--- src/rtl/xbar_master_port.sv ---
// Master-side request buffer for one port of the 2x2 req/ack crossbar: FIFO in, one outstanding txn, completion out.
// Optional ack-timeout abort is enabled by defining XBAR_MPORT_TIMEOUT_EN.
module xbar_master_port #(
    parameter int N       = 32,
    parameter int DEPTH   = 4,
    parameter int TIMEOUT = 255
) (
    input  logic                       clk,
    input  logic                       rst,
    input  logic                       in_valid,
    output logic                       in_ready,
    input  logic [N-1:0]               in_addr,
    input  logic                       in_cmd,
    input  logic [N-1:0]               in_wdata,
    output logic                       rsp_valid,
    input  logic                       rsp_ready,
    output logic [N-1:0]               rsp_rdata,
    output logic                       rsp_cmd,
    output logic                       rsp_err,
    output logic                       xb_req,
    output logic [N-1:0]               xb_addr,
    output logic                       xb_cmd,
    output logic [N-1:0]               xb_wdata,
    input  logic                       xb_ack,
    input  logic [N-1:0]               xb_rdata,
    output logic [$clog2(DEPTH):0]     fifo_count
);
    localparam int AW = $clog2(DEPTH);
    localparam int CW = AW + 1;

    typedef struct packed {
        logic [N-1:0] addr;
        logic         cmd;
        logic [N-1:0] wdata;
    } req_t;

    typedef enum logic [1:0] {IDLE, WAIT, RESP} state_t;

    state_t          state, state_n;
    req_t            mem [DEPTH];
    req_t            head;
    logic [AW-1:0]   wr_ptr, rd_ptr;
    logic [CW-1:0]   count;
    logic            push, pop, done, tmo;

    assign in_ready   = (count < CW'(DEPTH));
    assign push       = in_valid && in_ready;
    assign fifo_count = count;
    assign head       = mem[rd_ptr];

`ifdef XBAR_MPORT_TIMEOUT_EN
    localparam int WW = (TIMEOUT >= 256) ? $clog2(TIMEOUT + 1) : 8;
    logic [WW-1:0] wcnt;

    // Fires on the TIMEOUT-th WAIT cycle; a simultaneous ack takes priority.
    assign tmo = (state == WAIT) && !xb_ack && (wcnt == WW'(TIMEOUT - 1));

    always_ff @(posedge clk or negedge rst) begin
        if (!rst)                        wcnt <= '0;
        else if (pop)                    wcnt <= '0;
        else if (state == WAIT && !xb_ack) wcnt <= wcnt + WW'(1);
    end
`else
    logic unused_timeout;
    assign unused_timeout = (TIMEOUT == 0);
    assign tmo            = 1'b0;
`endif

    always_ff @(posedge clk or negedge rst) begin
        if (!rst) state <= IDLE;
        else      state <= state_n;
    end

    always_comb begin
        state_n = state;
        case (state)
            IDLE:    if (count != '0) state_n = WAIT;
            WAIT:    if (xb_ack || tmo) state_n = RESP;
            RESP:    if (rsp_ready) state_n = (count != '0) ? WAIT : IDLE;
            default: state_n = IDLE;
        endcase
    end

    always_comb begin
        pop  = (count != '0) && ((state == IDLE) || (state == RESP && rsp_ready));
        done = (state == WAIT) && (xb_ack || tmo);
    end

    // Storage needs no reset; pointers and count define which entries are live.
    always_ff @(posedge clk) begin
        if (push) mem[wr_ptr] <= '{addr: in_addr, cmd: in_cmd, wdata: in_wdata};
    end

    always_ff @(posedge clk or negedge rst) begin
        if (!rst) begin
            wr_ptr <= '0;
            rd_ptr <= '0;
            count  <= '0;
        end else begin
            if (push) wr_ptr <= wr_ptr + AW'(1);
            if (pop)  rd_ptr <= rd_ptr + AW'(1);
            case ({push, pop})
                2'b10:   count <= count + CW'(1);
                2'b01:   count <= count - CW'(1);
                default: count <= count;
            endcase
        end
    end

    always_ff @(posedge clk or negedge rst) begin
        if (!rst) begin
            xb_req    <= 1'b0;
            xb_addr   <= '0;
            xb_cmd    <= 1'b0;
            xb_wdata  <= '0;
            rsp_valid <= 1'b0;
            rsp_rdata <= '0;
            rsp_cmd   <= 1'b0;
            rsp_err   <= 1'b0;
        end else begin
            if (pop) begin
                xb_req   <= 1'b1;
                xb_addr  <= head.addr;
                xb_cmd   <= head.cmd;
                xb_wdata <= head.wdata;
            end else if (done) begin
                xb_req <= 1'b0;
            end
            if (done) begin
                rsp_valid <= 1'b1;
                rsp_cmd   <= xb_cmd;
                rsp_err   <= tmo;
                rsp_rdata <= (xb_cmd || tmo) ? '0 : xb_rdata;
            end else if (state == RESP && rsp_ready) begin
                rsp_valid <= 1'b0;
            end
        end
    end
endmodule
--- config.mk ---
export PLATFORM = sky130hd
export DESIGN_NAME = xbar_master_port
export DESIGN_NICKNAME = d
export VERILOG_FILES = /design/src/rtl/xbar_master_port.sv
export SDC_FILE = /design/constraint.sdc
export NUM_CORES = 1
export LEC_CHECK = 0
export CORE_MARGIN = 3
export CORE_UTILIZATION = 50
export CTS_CLUSTER_SIZE = 8
export DETAILED_ROUTE_END_ITERATION = 6
export GPL_TIMING_DRIVEN = 0
export PLACE_DENSITY = 0.75
export SYNTH_ARGS = -nofsm -noshare
export SYNTH_HDL_FRONTEND = slang
export SYNTH_SLANG_ARGS = --single-unit
--- constraint.sdc ---
create_clock -name clk -period 3.9 [get_ports clk]
set_input_delay 1.17 -clock clk [delete_from_list [all_inputs] [get_ports clk]]
set_output_delay 1.17 -clock clk [all_outputs]
set_load 0.01 [all_outputs]
==> results.py <==
metrics = {
    "logic_synthesis": {
        "ys.flop_type": "edfxtp_1",
        "ys_warn_count": 0,
        "synth-seq-cells": 369,
        "ys_seq_area_frac": 0.761,
        "synthTopCellsByArea": "edfxtp_1, dfrtp_1, mux4_2",
        "synth-edff-count": 260,
        "async_flop_share": 0.295,
        "yosysMostFrequentCell": "edfxtp_1",
        "ys_types": 33,
        "synth_top_cells_by_count": "edfxtp_1, dfrtp_1, mux4_2",
        "synth.largest_area_cell": "edfxtp_1",
        "syn_inst": 673,
        "syn-cell-area_sq_mm": 0.0139,
        "synth_fp_nets": 781,
        "yosys.area.top_type_share": 0.564,
        "syn_area_per_cell_sq_um": 20.6,
    },
    "clocking": {
        "clk-insertion-delay-late_ns": 0.55,
        "postCtsHoldBufs": 0,
        "h-tree-depth": 2,
        "tritoncts": "done",
        "ctsResizeCount": 0,
        "numCtsBuffers": 52,
        "post_cts.repair.setup_buffers": 0,
        "path_clk_slew_ns": 0.05,
        "clk_path_buf_depth": 3,
        "cts_root_buffer": "clkbuf_16",
        "cts_num_sinks": 369,
    },
    "placed_design": {
        "place.gp.congestion": 0.717,
        "place_ws_ns": -0.00591,
        "place_hpwl_mm": 16.9,
        "io_buffers": 205,
        "post-place-cells": 1255,
    },
    "sta": {
        "setup_ws_ns": 0.657,
        "finalCritPeriodShare": 0.832,
        "fin_setup_tns_ns": 0,
        "finalSetupViolCount": 0,
        "fmax_mhz": 308,
        "rsz0062_at_grt": "no",
        "worst_pin_slew_ns": 0.716,
        "slew_headroom": 0.523,
        "final.min_clock_period_ns": 3.24,
        "skew_ns": 0.0188,
        "slew_violations": 0,
        "hold_viol_final": 0,
    },
    "final_layout": {
        "finish.net_count": 1045,
        "finalNonFillerCells": 1351,
        "regArea_sq_mm": 0.0105,
        "fillers": 1833,
        "synthToLayoutAreaGrowth_pct": 30.1,
        "drive_gt1_frac": 0.222,
        "num_antenna_cells": 0,
        "multi_input_area_sq_mm": 0.00307,
    },
    "power": {
        "p_leak_nw": 6.48,
        "power_mw": 14.4,
        "combPwrFrac": 0.329,
        "p_clk_frac": 0.281,
        "seq_power_share": 0.390,
        "vdd_ir_drop_max_mv": 0.532,
        "power_density_mw_per_mm2": 798,
        "p_int_mw": 10.4,
        "switching_power_mw": 3.98,
        "swShare": 0.277,
    },
    "run": {
        "max-cap-violations": 0,
    },
    "route": {
        "avgViaCountPerCell": 5.16,
        "ant_nets": 0,
        "drtIter0Drc": 516,
        "drt_wl_total_mm": 27.1,
        "dr_total_vias": 6972,
        "first_pass_iters": 5,
        "drc": 0,
        "routedWlPerCell_um": 20.1,
    },
    "floorplanning": {
        "start_util": 0.511,
        "io_pins": 207,
        "die_h_um": 172,
        "rows": 60,
        "dieArea_sq_mm": 0.0297,
        "core_area_sq_mm": 0.0271,
        "die_w_um": 172,
    },
    "setup_path": {
        "crit_path_end_kind": "flop",
        "slowest_stage": "clkdlybuf4s50_1",
        "crit_type": "input port to flop",
        "arrival_ns": 3.70,
        "cp-start-kind": "input port",
        "crit_path_max_fanout": 10,
        "slowest_delay_ns": 0.51,
        "cp_cell_sequence": "clkdlybuf4s50_1 -> nor2b_1 -> nor3_2 -> buf_2 -> ha_1 -> inv_1 -> fa_1 -> xor2_1 -> nor2_1 -> xnor2_1",
        "cp.required_ns": 4.36,
    },
    "grt": {
        "antenna_found_initial": 0,
        "grt_pass1_vias": 7338,
        "grt_max_degree": 65,
        "overflow": 0,
        "grt_usage": 0.184,
        "grt_pass1_wl_mm": 41.6,
    },
    "min_path": {
        "hp-class": "flop to flop",
    },
    "status": {
        "run_status": "complete, no violations",
    },
}
## power groups by stage
stage | sequential [mW] | combinational, mW | clock [mW]
3_3_place_gp | 5.71 | 4.67 | 0
5_1_grt | 5.70 | 5.13 | 4.33
3_5_place_dp | 5.67 | 4.81 | 0
2_1_floorplan | 5.83 | 2.68 | 0
4_1_cts | 5.62 | 4.84 | 4.13
6_report | 5.61 | 4.73 | 4.04
## through the flow
| step | instance area (sq um) | util | hold slack, ns |
|---|---|---|---|
| after global routing | 18000 | 0.665 | 0.500 |
| after floorplan | 13900 | - | 0.516 |
| final | 18000 | 0.665 | 0.476 |
| after CTS | 18000 | 0.665 | 0.480 |
| after global placement | 16400 | 0.604 | 0.458 |
| after detailed placement | 16500 | 0.610 | 0.469 |
## placed cells by master, fill, tap and decap left out, types with 3 or more instances in the layout
master             n
xnor2_1            3
dfrtp_1          109
clkbuf_1          53
and2_4             4
nand2_1           34
clkbuf_16         52
clkdlybuf4s50_1  204
buf_16             5
buf_4              3
o21ai_0           33
mux4_2            65
buf_1              3
xor2_1             3
ha_1               5
mux2_4            28
nand2b_1          32
buf_12             3
mux2_2            38
edfxtp_1         260
inv_1              9
buf_2             10
## cells by family after synthesis
kind of cell / count (synthesis) / synth area share
multiplexers: 132 / 0.168
other: 1 / 0.000271
XOR/XNOR: 6 / 0.00379
flip-flops: 369 / 0.761
AND/OR/NAND/NOR: 78 / 0.0292
buffers and inverters: 43 / 0.0182
AO/OA/AOI/OAI: 38 / 0.0144
adder cells (fa/ha/maj): 6 / 0.00596
## critical path: cells and delay by family
kind	cells	cell delay (ns)
xor+xnor	2	0.28
fa+ha+maj	2	0.62
simple gates	3	0.64
buf+inv	3	0.99
## final cells by class
| class | count | share of cell area |
|---|---|---|
| tap | 372 | 0.0258 |
| multi-input combinational | 261 | 0.171 |
| sequential | 369 | 0.584 |
| timing repair buffer | 210 | 0.122 |
| inverter | 9 | 0.00187 |
| clock inverter | 4 | 0.00312 |
| buffer | 34 | 0.0121 |
| clock buffer | 92 | 0.0805 |
## worst paths after layout
kind / endpoint / slack, ns / start / cells after the start
setup / recovery: fifo_count[2] / 0.66 / rsp_ready / 10
hold / removal: rsp_rdata[16] / 0.48 / rsp_rdata[16] / 2
setup reg to reg: fifo_count[2] / 1.29 / fifo_count[0] / 9
hold reg to reg: rsp_rdata[16] / 0.48 / rsp_rdata[16] / 2
max in group asynchronous: xb_wdata[23] / 2.61 / rst / 2
min in group asynchronous: xb_addr[16] / 0.58 / rst / 1
## registers in the layout (all words and copies together), names as in the netlist
signal / cells
xb_cmd: 1
xb_wdata: 32
rsp_valid: 1
rd_ptr: 2
rsp_cmd: 1
mem: 260
state: 2
wr_ptr: 2
xb_req: 1
rsp_rdata: 32
xb_addr: 32
fifo_count: 3
## routing by layer
layer,global-route usage,routed length (um),vias to the layer above
li1,-,-,3148
met1,0.253,11200,3532
met2,0.301,13300,259
met3,0.0469,2170,33
met4,0.0441,402,0
met5,0,0,-
Note: power is estimated with default switching activity, not from simulation.
